File: config.mk
export PLATFORM = sky130hd
export DESIGN_NAME = microwave_countdown_flat
export DESIGN_NICKNAME = d
export VERILOG_FILES = /design/src/rtl/microwave_pkg.sv /design/src/rtl/microwave_countdown_if.sv /design/src/rtl/bcd_digit_down.sv /design/src/rtl/microwave_countdown.sv /design/src/flat_wrapper.sv
export SDC_FILE = /design/constraint.sdc
export NUM_CORES = 1
export LEC_CHECK = 0
export BUFFER_PORTS_ARGS = -buffer_cell sky130_fd_sc_hd__buf_2
export CELL_PAD_IN_SITES_DETAIL_PLACEMENT = 0
export CELL_PAD_IN_SITES_GLOBAL_PLACEMENT = 1
export CORE_MARGIN = 2
export CORE_UTILIZATION = 41
export CTS_CLUSTER_SIZE = 24
export DETAILED_ROUTE_END_ITERATION = 10
export GPL_TIMING_DRIVEN = 0
export HOLD_SLACK_MARGIN = 0.08
export PLACE_DENSITY_LB_ADDON = 0.1
export SYNTH_ARGS = -nofsm -noshare
export SYNTH_HDL_FRONTEND = slang
export SYNTH_SLANG_ARGS = --single-unit
File: constraint.sdc
create_clock -name clk -period 4.9 [get_ports clk]
set_input_delay 0.245 -clock clk [delete_from_list [all_inputs] [get_ports clk]]
set_output_delay 0.245 -clock clk [all_outputs]
set_load 0.1 [all_outputs]
File: src/rtl/microwave_pkg.sv
// Shared types and constants for the microwave countdown timer.
// Optional build macro: DOOR_INTERLOCK_EN (adds a door_open input to the bus).
package microwave_pkg;

  typedef enum logic [1:0] {
    IDLE  = 2'd0,
    RUN   = 2'd1,
    PAUSE = 2'd2
  } state_e;

  localparam logic [3:0] BCD_NINE = 4'd9;
  localparam logic [3:0] BCD_FIVE = 4'd5;

  // Prescaler width covers TICKS_PER_SEC up to 127.
  localparam int PRESC_W = 7;

  typedef struct packed {
    logic [3:0] min_tens;
    logic [3:0] min_ones;
    logic [3:0] sec_tens;
    logic [3:0] sec_ones;
  } mmss_t;

  // Saturate a loaded digit to the largest legal value for its position.
  function automatic logic [3:0] bcd_clamp(input logic [3:0] d, input logic [3:0] max_val);
    return (d > max_val) ? max_val : d;
  endfunction

endpackage

File: src/rtl/microwave_countdown_if.sv
// Control/status bus between the front-panel controller (master) and the
// countdown block (slave). Handshake: there is no valid/ready pair; every
// control input is a one-cycle strobe sampled on the rising clock edge, and
// every status output is a registered level valid one cycle after the strobe.
// Optional build macro: DOOR_INTERLOCK_EN adds the door_open level input.
interface microwave_countdown_if;
  import microwave_pkg::*;

  logic       tick;
  logic       load;
  logic [3:0] load_min_tens;
  logic [3:0] load_min_ones;
  logic [3:0] load_sec_tens;
  logic [3:0] load_sec_ones;
  logic       start;
  logic       pause;
  logic       clear;
`ifdef DOOR_INTERLOCK_EN
  logic       door_open;
`endif
  logic [3:0] min_tens;
  logic [3:0] min_ones;
  logic [3:0] sec_tens;
  logic [3:0] sec_ones;
  logic       running;
  logic       done;
  state_e     state_dbg;

  modport master (
    output tick, load, load_min_tens, load_min_ones, load_sec_tens, load_sec_ones,
    output start, pause, clear,
`ifdef DOOR_INTERLOCK_EN
    output door_open,
`endif
    input  min_tens, min_ones, sec_tens, sec_ones, running, done, state_dbg
  );

  modport slave (
    input  tick, load, load_min_tens, load_min_ones, load_sec_tens, load_sec_ones,
    input  start, pause, clear,
`ifdef DOOR_INTERLOCK_EN
    input  door_open,
`endif
    output min_tens, min_ones, sec_tens, sec_ones, running, done, state_dbg
  );

endinterface

File: src/rtl/bcd_digit_down.sv
// One BCD digit of the countdown borrow chain. Purely combinational: given
// the current digit and a decrement enable, produces the next digit and a
// borrow into the next-more-significant digit when wrapping 0 -> MAX_VAL.
module bcd_digit_down
  import microwave_pkg::*;
#(
  parameter logic [3:0] MAX_VAL = BCD_NINE
) (
  input  logic [3:0] i_digit,
  input  logic       i_dec,
  output logic [3:0] o_digit,
  output logic       o_borrow
);

  logic w_zero;
  assign w_zero = (i_digit == 4'd0);

  // Decrement with wrap to the digit's maximum on underflow.
  always_comb begin
    o_digit  = i_digit;
    o_borrow = 1'b0;
    if (i_dec) begin
      o_borrow = w_zero;
      o_digit  = w_zero ? MAX_VAL : (i_digit - 4'd1);
    end
  end

endmodule

File: src/rtl/microwave_countdown.sv
// BCD mm:ss countdown timer for a microwave oven. Counts divider ticks into
// seconds and decrements the displayed time, with load/start/pause/clear
// control and a one-cycle done pulse when 00:00 is reached.
// Optional build macro: DOOR_INTERLOCK_EN (door_open forces RUN -> PAUSE).
module microwave_countdown
  import microwave_pkg::*;
#(
  parameter int TICKS_PER_SEC = 10
) (
  input logic                  clk,
  input logic                  rst,
  microwave_countdown_if.slave bus
);

  state_e             r_state;
  logic [PRESC_W-1:0] r_presc;
  mmss_t              r_time;
  logic               r_running;
  logic               r_done;

  state_e             w_state_nxt;
  logic [PRESC_W-1:0] w_presc_nxt;
  mmss_t              w_time_nxt;
  logic               w_done_nxt;
  mmss_t              w_time_dec;
  mmss_t              w_time_ld;
  logic               w_b_so;
  logic               w_b_st;
  logic               w_b_mo;
  logic               w_b_mt;
  logic               w_sec_wrap;
  logic               w_time_zero;
  logic               w_dec_zero;

  localparam logic [PRESC_W-1:0] PRESC_LAST = PRESC_W'(TICKS_PER_SEC - 1);

  // Borrow chain: the seconds-ones digit always decrements; each higher
  // digit decrements only when the one below it wraps.
  bcd_digit_down #(.MAX_VAL(BCD_NINE)) u_sec_ones (
    .i_digit(r_time.sec_ones), .i_dec(1'b1),   .o_digit(w_time_dec.sec_ones), .o_borrow(w_b_so)
  );
  bcd_digit_down #(.MAX_VAL(BCD_FIVE)) u_sec_tens (
    .i_digit(r_time.sec_tens), .i_dec(w_b_so), .o_digit(w_time_dec.sec_tens), .o_borrow(w_b_st)
  );
  bcd_digit_down #(.MAX_VAL(BCD_NINE)) u_min_ones (
    .i_digit(r_time.min_ones), .i_dec(w_b_st), .o_digit(w_time_dec.min_ones), .o_borrow(w_b_mo)
  );
  bcd_digit_down #(.MAX_VAL(BCD_NINE)) u_min_tens (
    .i_digit(r_time.min_tens), .i_dec(w_b_mo), .o_digit(w_time_dec.min_tens), .o_borrow(w_b_mt)
  );

  assign w_time_ld.min_tens = bcd_clamp(bus.load_min_tens, BCD_NINE);
  assign w_time_ld.min_ones = bcd_clamp(bus.load_min_ones, BCD_NINE);
  assign w_time_ld.sec_tens = bcd_clamp(bus.load_sec_tens, BCD_FIVE);
  assign w_time_ld.sec_ones = bcd_clamp(bus.load_sec_ones, BCD_NINE);

  assign w_sec_wrap  = (r_presc == PRESC_LAST);
  assign w_time_zero = (r_time == '0);
  // A min_tens borrow would mean underflow below 00:00; never treated as zero.
  assign w_dec_zero  = (w_time_dec == '0) && !w_b_mt;

  // Next-state, prescaler and time selection in control-priority order.
  always_comb begin
    w_state_nxt = r_state;
    w_presc_nxt = r_presc;
    w_time_nxt  = r_time;
    w_done_nxt  = 1'b0;
    if (bus.clear) begin
      w_state_nxt = IDLE;
      w_presc_nxt = '0;
      w_time_nxt  = '0;
    end
`ifdef DOOR_INTERLOCK_EN
    else if (bus.door_open) begin
      if (r_state == RUN) w_state_nxt = PAUSE;
    end
`endif
    else if (bus.load) begin
      if (r_state != RUN) begin
        w_time_nxt = w_time_ld;
        if (r_state == PAUSE) w_presc_nxt = '0;
      end
    end else if (bus.pause) begin
      if (r_state == RUN) w_state_nxt = PAUSE;
    end else if (bus.start) begin
      if (r_state != RUN && !w_time_zero) begin
        w_state_nxt = RUN;
        if (r_state == IDLE) w_presc_nxt = '0;
      end
    end else if (bus.tick && r_state == RUN) begin
      if (w_sec_wrap) begin
        w_presc_nxt = '0;
        w_time_nxt  = w_time_dec;
        if (w_dec_zero) begin
          w_state_nxt = IDLE;
          w_done_nxt  = 1'b1;
        end
      end else begin
        w_presc_nxt = r_presc + PRESC_W'(1);
      end
    end
  end

  // State, prescaler, time and registered status outputs.
  always_ff @(posedge clk) begin
    if (rst) begin
      r_state   <= IDLE;
      r_presc   <= '0;
      r_time    <= '0;
      r_running <= 1'b0;
      r_done    <= 1'b0;
    end else begin
      r_state   <= w_state_nxt;
      r_presc   <= w_presc_nxt;
      r_time    <= w_time_nxt;
      r_running <= (w_state_nxt == RUN);
      r_done    <= w_done_nxt;
    end
  end

  assign bus.min_tens  = r_time.min_tens;
  assign bus.min_ones  = r_time.min_ones;
  assign bus.sec_tens  = r_time.sec_tens;
  assign bus.sec_ones  = r_time.sec_ones;
  assign bus.running   = r_running;
  assign bus.done      = r_done;
  assign bus.state_dbg = r_state;

endmodule

File: src/flat_wrapper.sv
// flat-port wrapper written by rule: the top's interface ports become plain ports
module microwave_countdown_flat import microwave_pkg::*;
#(
  parameter int TICKS_PER_SEC = 10
)
  (clk, rst, bus_tick, bus_load, bus_load_min_tens, bus_load_min_ones, bus_load_sec_tens, bus_load_sec_ones, bus_start, bus_pause, bus_clear, bus_min_tens, bus_min_ones, bus_sec_tens, bus_sec_ones, bus_running, bus_done, bus_state_dbg);
  microwave_countdown_if bus_i ();
  input logic clk;
  input logic rst;
  input wire logic [$bits(bus_i.tick)-1:0] bus_tick;
  input wire logic [$bits(bus_i.load)-1:0] bus_load;
  input wire logic [$bits(bus_i.load_min_tens)-1:0] bus_load_min_tens;
  input wire logic [$bits(bus_i.load_min_ones)-1:0] bus_load_min_ones;
  input wire logic [$bits(bus_i.load_sec_tens)-1:0] bus_load_sec_tens;
  input wire logic [$bits(bus_i.load_sec_ones)-1:0] bus_load_sec_ones;
  input wire logic [$bits(bus_i.start)-1:0] bus_start;
  input wire logic [$bits(bus_i.pause)-1:0] bus_pause;
  input wire logic [$bits(bus_i.clear)-1:0] bus_clear;
  output wire logic [$bits(bus_i.min_tens)-1:0] bus_min_tens;
  output wire logic [$bits(bus_i.min_ones)-1:0] bus_min_ones;
  output wire logic [$bits(bus_i.sec_tens)-1:0] bus_sec_tens;
  output wire logic [$bits(bus_i.sec_ones)-1:0] bus_sec_ones;
  output wire logic [$bits(bus_i.running)-1:0] bus_running;
  output wire logic [$bits(bus_i.done)-1:0] bus_done;
  output wire logic [$bits(bus_i.state_dbg)-1:0] bus_state_dbg;
  assign bus_i.tick = bus_tick;
  assign bus_i.load = bus_load;
  assign bus_i.load_min_tens = bus_load_min_tens;
  assign bus_i.load_min_ones = bus_load_min_ones;
  assign bus_i.load_sec_tens = bus_load_sec_tens;
  assign bus_i.load_sec_ones = bus_load_sec_ones;
  assign bus_i.start = bus_start;
  assign bus_i.pause = bus_pause;
  assign bus_i.clear = bus_clear;
  assign bus_min_tens = bus_i.min_tens;
  assign bus_min_ones = bus_i.min_ones;
  assign bus_sec_tens = bus_i.sec_tens;
  assign bus_sec_ones = bus_i.sec_ones;
  assign bus_running = bus_i.running;
  assign bus_done = bus_i.done;
  assign bus_state_dbg = bus_i.state_dbg;
  microwave_countdown #(.TICKS_PER_SEC(TICKS_PER_SEC)) u_core (.clk(clk), .rst(rst), .bus(bus_i));
endmodule
# Word level (Yosys, flattened, before mapping)

Cells that the tools add are included.

Memory bits (writable): 0
Memories: 0
Flip-flop bits (word level): 27
Bits of input ports: 23
Bits in latches: 0
Output and inout port bits: 20
Logic and storage cells: 88
Memory bits (read-only): 0

Shifts and indexed selects: 0
Bitwise operators: 2
Reduce and logical (&&, ||, !) cells: 19
Multipliers: 0
Div/mod/pow operators: 0
Equal/unequal tests: 11
$add $sub $neg: 5
$lt $le $gt $ge: 4
Muxes and demuxes: 39

Operators by type and width:

| kind                                                  | count |
|---|---|
| two-way mux 16 bit                                    | 6 |
| two-way mux 7 bit                                     | 9 |
| two-way mux 4 bit                                     | 11 |
| zero test 16 bit                                      | 2 |
| two-way mux 2 bit                                     | 9 |
| zero test 4 bit                                       | 4 |
| subtractor 4 x 1 -> 4 bit, second input constant      | 4 |
| > comparator 4 bit, second input constant             | 3 |
| adder 7 x 1 -> 7 bit, second input constant           | 1 |
| equality test 7 x 4 -> 1 bit, second input constant   | 1 |
| OR reduction 7 bit                                    | 1 |
| inequality test 2 x 1 -> 1 bit, second input constant | 3 |
| inequality test 3 x 2 -> 1 bit, second input constant | 2 |
| AND reduction 6 bit                                   | 1 |
| AND reduction 5 bit                                   | 1 |
| equality test 2 x 1 -> 1 bit, second input constant   | 2 |
| > comparator 4 x 3 -> 1 bit, second input constant    | 1 |
| two-way mux 1 bit                                     | 4 |
| inequality test 2 bit, second input constant          | 2 |
| nonzero test 2 bit                                    | 2 |
| logical AND 1 bit                                     | 3 |
| nonzero test 3 bit                                    | 1 |
| equality test 2 bit, second input constant            | 1 |
| zero test 1 bit                                       | 2 |
| 3 further kinds                                       | 4 |

# Longest topological paths before layout

Word-level depth: 14
Gate-level depth with buffers: 8
Depth with buffers taken out: 7

# Modules after synthesis

A second synthesis with hierarchy kept.

Cell total of the unflattened synthesis: 229
Area total of the unflattened synthesis: 1849.3 µm²

By module, submodules not included:

| module                                 | cells an instance | instances | sequential area each (µm²) | area each (µm²) |
|---|---|---|---|---|
| microwave_countdown                    | 187               | 1         | 540.5                      | 1554.0 |
| bcd_digit_down (u_core.u_min_ones ...) | 11                | 3         | 0.0                        | 78.8 |
| bcd_digit_down (u_core.u_sec_tens)     | 9                 | 1         | 0.0                        | 58.8 |

# Least setup slack after synthesis

OpenSTA, ideal clock, no wires.

Path kind: register -> register
From: register u_core.r_time, in the netlist u_core.bus.min_ones[2]
To: register u_core.r_running (netlist: u_core.bus.running)
Path slack: 2.446 ns
Clock period less this slack: 2.454 ns
Setup time: 0.115 ns
Data arrival time: 2.339 ns
Buffers on the path: 1
Required time: 4.785 ns
Cell stages (with the launch flop): 7
Path through: dfxtp_1 -> buf_6 -> or4_4 -> nor3_4 -> nand4_1 -> or4b_1 -> nor3b_1

Word-level cells in the longest chain between the ends: 13
Elaborated cells between the ends (all ways): 22
Classes of those cells: add/sub (1); eq/ne (1); mux (13); reduce/logical (7)

RTL lines:

| what                                                         | RTL line                                   | source |
|---|---|---|
| from (decl)                                                  | microwave_countdown.sv:17                  | `mmss_t r_time;` |
| from (signal assigned)                                       | microwave_countdown.sv:115                 | `r_time <= w_time_nxt;` |
| subtractor 4 x 1 -> 4 bit or zero test 4 bit (tied branches) | bcd_digit_down.sv:24, bcd_digit_down.sv:16 |  |
| two-way mux 4 bit or two-way mux 1 bit (tied branches)       | bcd_digit_down.sv:24, bcd_digit_down.sv:22 |  |
| two-way mux 4 bit or two-way mux 1 bit (tied branches)       | bcd_digit_down.sv:22                       | `if (i_dec) begin` |
| zero test 16 bit or zero test 1 bit (tied branches)          | microwave_countdown.sv:60                  | `assign w_dec_zero = (w_time_dec == '0) && !w_b_mt;` |
| logical AND 1 bit                                            | microwave_countdown.sv:60                  |  |
| two-way mux 2 bit                                            | microwave_countdown.sv:94                  | `if (w_dec_zero) begin` |
| two-way mux 2 bit                                            | microwave_countdown.sv:91                  | `if (w_sec_wrap) begin` |
| two-way mux 2 bit                                            | microwave_countdown.sv:90                  | `end else if (bus.tick && r_state == RUN) begin` |
| two-way mux 2 bit *                                          | microwave_countdown.sv:85                  | `end else if (bus.start) begin` |
| two-way mux 2 bit *                                          | microwave_countdown.sv:83                  | `end else if (bus.pause) begin` |
| two-way mux 2 bit *                                          | microwave_countdown.sv:78                  | `else if (bus.load) begin` |
| two-way mux 2 bit *                                          | microwave_countdown.sv:68                  | `if (bus.clear) begin` |
| equality test 2 x 1 -> 1 bit *                               | microwave_countdown.sv:116                 | `r_running <= (w_state_nxt == RUN);` |
| to (signal assigned)                                         | microwave_countdown.sv:116                 |  |
| to (decl)                                                    | microwave_countdown.sv:18                  | `logic r_running;` |

Every way passes the cells marked *; elsewhere a longest branch is shown, timed or not.
A chain may end at the register's enable or synchronous reset.

# Worst setup path after layout

From: register u_core.r_time, in the netlist u_core.bus.sec_ones[2]
To: register u_core.r_presc[5]

Word-level cells in the longest chain between the ends: 5

RTL lines:

| what                                            | RTL line                   | source |
|---|---|---|
| zero test 16 bit                                | microwave_countdown.sv:58  | `assign w_time_zero = (r_time == '0);` |
| zero test 1 bit                                 | microwave_countdown.sv:86  | `if (r_state != RUN && !w_time_zero) begin` |
| logical AND 1 bit                               | microwave_countdown.sv:86  |  |
| inequality test 3 x 2 -> 1 bit (no source line) | -                          |  |
| AND reduction 6 bit (no source line)            | -                          |  |
| to (signal assigned)                            | microwave_countdown.sv:114 | `r_presc <= w_presc_nxt;` |
| to (decl)                                       | microwave_countdown.sv:16  | `logic [PRESC_W-1:0] r_presc;` |

No other way between the ends.

==> impl_results.md <==
- Top cells by count, synth: 27 x dfxtp_1, 20 x nor2_1, 17 x a21oi_1, 15 x nand2_1, 13 x o21ai_1
- Critical path arrival: around 2400 ps
- CP Capture Type: register
- CTS Sinks: 27
- WHS Path Cells: 3
- Post-CTS Resized: 0
- Yosys warnings: 0
- Fin crit share: approximately 44%
- Detailed-route DRC error count: 0
- RSZ-0062 raised after global routing: no
- Pwr/cell area: around 250 nW/um^2
- ANT nets after route: 0
- H-tree depth: 1
- Die height: between 60 and 70 um
- Root Buffer: clkbuf_8
- First-pass GRT wire length: 8000 um
- Rows: 23
- Sequential area share after synthesis: between 30% and 40%
- CTS tree: yes
- Fin. Hold Viols: 0
- Peak supply drop: 0.129 mV
- GRT Overall Usage: a little under a quarter
- Synth cell types: 58
- Slew @ Worst Pin: 612 ps
- Hold Buf Count CTS: 0
- Synth top area share: a little under a third
- Top cell type by total area after synthesis: dfxtp_1
- Syn avg cell area: around 7.8 um^2
- DR WL/cell: approximately 15 um
- CP max stage cell: nor4_4
- Clock Latency Late Sink: 280 ps
- Cell family with the largest share of critical-path delay: simple AND/OR/NAND/NOR gates
- Setup crit start kind: register
- Die Span X: around 68 um
- Synth area leaders: dfxtp_1 32%, a21oi_1 5.0%, nor2_1 4.4%
- Post-Syn Nets: 242
- Initial Utilization: between 40% and 50%
- FF+latch count, synth: 27
- CTS max path bufs: 2
- Fin worst setup slack: about 2700 ps
- Top-count cell post-synth: dfxtp_1
- Final net count: between 200 and 300
- Final GP Congestion: roughly 0.81
- Synthesis-to-layout area growth: 18.4%
- Global route total overflow: 0
- Drt total wl: roughly 4800 um
- Antenna violations before repair: 0
- Setup CP Type: reg -> reg
- Slowest stage delay, CP: between 500 and 600 ps
- Vias/cell: about 5.7
- Reg clk slew, reported paths: ~100 ps
- HPWL Detailed: about 3500 um
- Synthesized area: approximately 1700 um^2
- Status: finished clean
- Final slew viol count: 0
- Port bufs: slightly above 40
- Via count: between 1,500 and 2,000
- P_leak: slightly above 0.8 nW
- Post-CTS Setup Repair Bufs: 0
- DR pass1 iterations: 4
- Fin Clk Skew: between 3 and 4 ps
- Setup violations, final: 0
- ANT cells: 0
- Most used flip-flop cell after synthesis: dfxtp_1
- Worst setup path start: u_core.bus.sec_ones[2]
- Total negative slack: 0 ps
- Crit path buf inv count: 0
- Total core area: 4000 um^2
- Number of max-cap violations: 0
- Crit path depth: 5
- Cells after Synth: around 220
- Largest net degree at the start of global routing: 16
- TritonCTS Buffers: 3
- Post-layout min period: 2180 ps
- Post-place setup slack: between 2000 and 3000 ps
- Die area: around 4700 um^2
- HP Class: in -> reg
- Number of flops mapped to enable cells by yosys: 0
- Worst Reg2Reg Path Length in Cells: 5
- Post-synth ARST share: 0%
- Share of layout cells above drive strength 1: roughly a fifth
- Iter 0 DRT Violations: roughly 140
- Max FO, Critical Path: 8
- CP required: just over 5000 ps
- Crit-path cells: nor4_4, nand3_1, nor3_2, o21ai_1, o221ai_1
- Fmax: roughly 460 MHz
- Relative slew slack: 58.9%
- Hold_sp: bus_load_min_tens[2]
- Vias in the first global route: 1,659
- Critical R2R Launch: u_core.bus.sec_ones[2]
- # IOs: between 40 and 50
-- placed cells by master, fill, tap and decap left out, types with 2 or more instances in the layout --
master,Yosys,routed
mux2i_1,3,3
nor3_1,3,3
nor4_1,4,4
nand2b_1,2,2
nand3_1,8,8
a211oi_1,3,3
or4_1,3,3
o211ai_1,8,8
nand4_1,2,2
and2_1,2,2
a21o_1,3,3
clkbuf_8,0,3
o21a_1,5,5
a31oi_1,2,2
nand3b_1,3,3
a22oi_1,2,2
ha_1,2,2
o31ai_1,2,2
o21ai_0,11,11
nor2_1,20,20
inv_1,8,8
buf_2,1,42
and3_1,3,3
dfxtp_1,27,27
clkbuf_1,7,7
nor3b_1,2,2
o31a_1,2,2
nand2_1,15,15
nor2b_1,4,4
nor4b_1,2,2
or2_1,2,2
a21oi_1,17,17
o21ai_1,13,13
-- per-layer routing --
metal  vias up  GRT usage, %  share of wire (%)
met4         0          6.75                1.2
met1       817          32.5                 50
li1        917             -                  -
met5         -             0                  0
met3         5          2.14                4.8
met2        49          35.8                 43
-- where the power goes --
group | switching, W | total [W] | internal (W)
clock network | 0.0000787 | 0.000136 | 0.0000574
logic | 0.0000956 | 0.000136 | 0.0000402
registers | 0.00000832 | 0.000233 | 0.000224
-- logic make-up (layout without fill, tap and decap cells) --
| kind of cell | after synthesis | in the layout | synth area share (%) |
|---|---|---|---|
| AO/OA/AOI/OAI | 82 | 82 | 31.5 |
| adder cells (fa/ha/maj) | 2 | 2 | 1.47 |
| buffers and inverters | 18 | 63 | 4.48 |
| flip-flops | 27 | 27 | 31.7 |
| multiplexers | 3 | 3 | 1.76 |
| AND/OR/NAND/NOR | 85 | 85 | 29.0 |
-- through the flow --
| step | power, W | hold slack [ps] | cell area, um^2 | util (%) | std cells |
|---|---|---|---|---|---|
| after global routing | 0.000529 | 276 | 2020 | 50.4 | 312 |
| after CTS | 0.000506 | 255 | 2020 | 50.4 | 312 |
| final | 0.000505 | 261 | 2020 | 50.4 | 312 |
| after global placement | 0.000373 | 498 | 1970 | 49.3 | 308 |
| after floorplan | 0.000338 | 411 | 1700 | - | 217 |
| after detailed placement | 0.000373 | 505 | 1970 | 49.3 | 308 |
-- state kept, by name, indices dropped and copies added, names as in the netlist --
| register | count |
|---|---|
| u_core.r_presc | 7 |
| u_core.bus.min_ones | 4 |
| u_core.bus.min_tens | 4 |
| u_core.bus.sec_ones | 4 |
| u_core.bus.sec_tens | 4 |
| u_core.bus.state_dbg | 2 |
| u_core.bus.done | 1 |
| u_core.bus.running | 1 |
-- final timing paths --
| path | end | slack [ps] |
|---|---|---|
| max reg2reg | u_core.r_presc[5] | 2720 |
| min reg2reg | u_core.bus.min_tens[1] | 520 |
| max | u_core.r_presc[5] | 2720 |
| min | u_core.bus.min_tens[2] | 260 |
-- layout make-up --
class	instances	area (um^2)
multi-input cells	172	1090
plain buffers	9	42.5
clock buffers	3	41.3
repair buffers	41	205
flip-flops and latches	27	541
clock inverters	1	5.00
fillers	422	1980
well taps	50	62.6
inverters	9	33.8
-- tightest hold or removal path, delay by kind of cell --
family | cells | cell delay [ps]
compound gates | 2 | 180
buf+inv | 1 | 80
No activity file was read; power rests on OpenSTA's default activity.
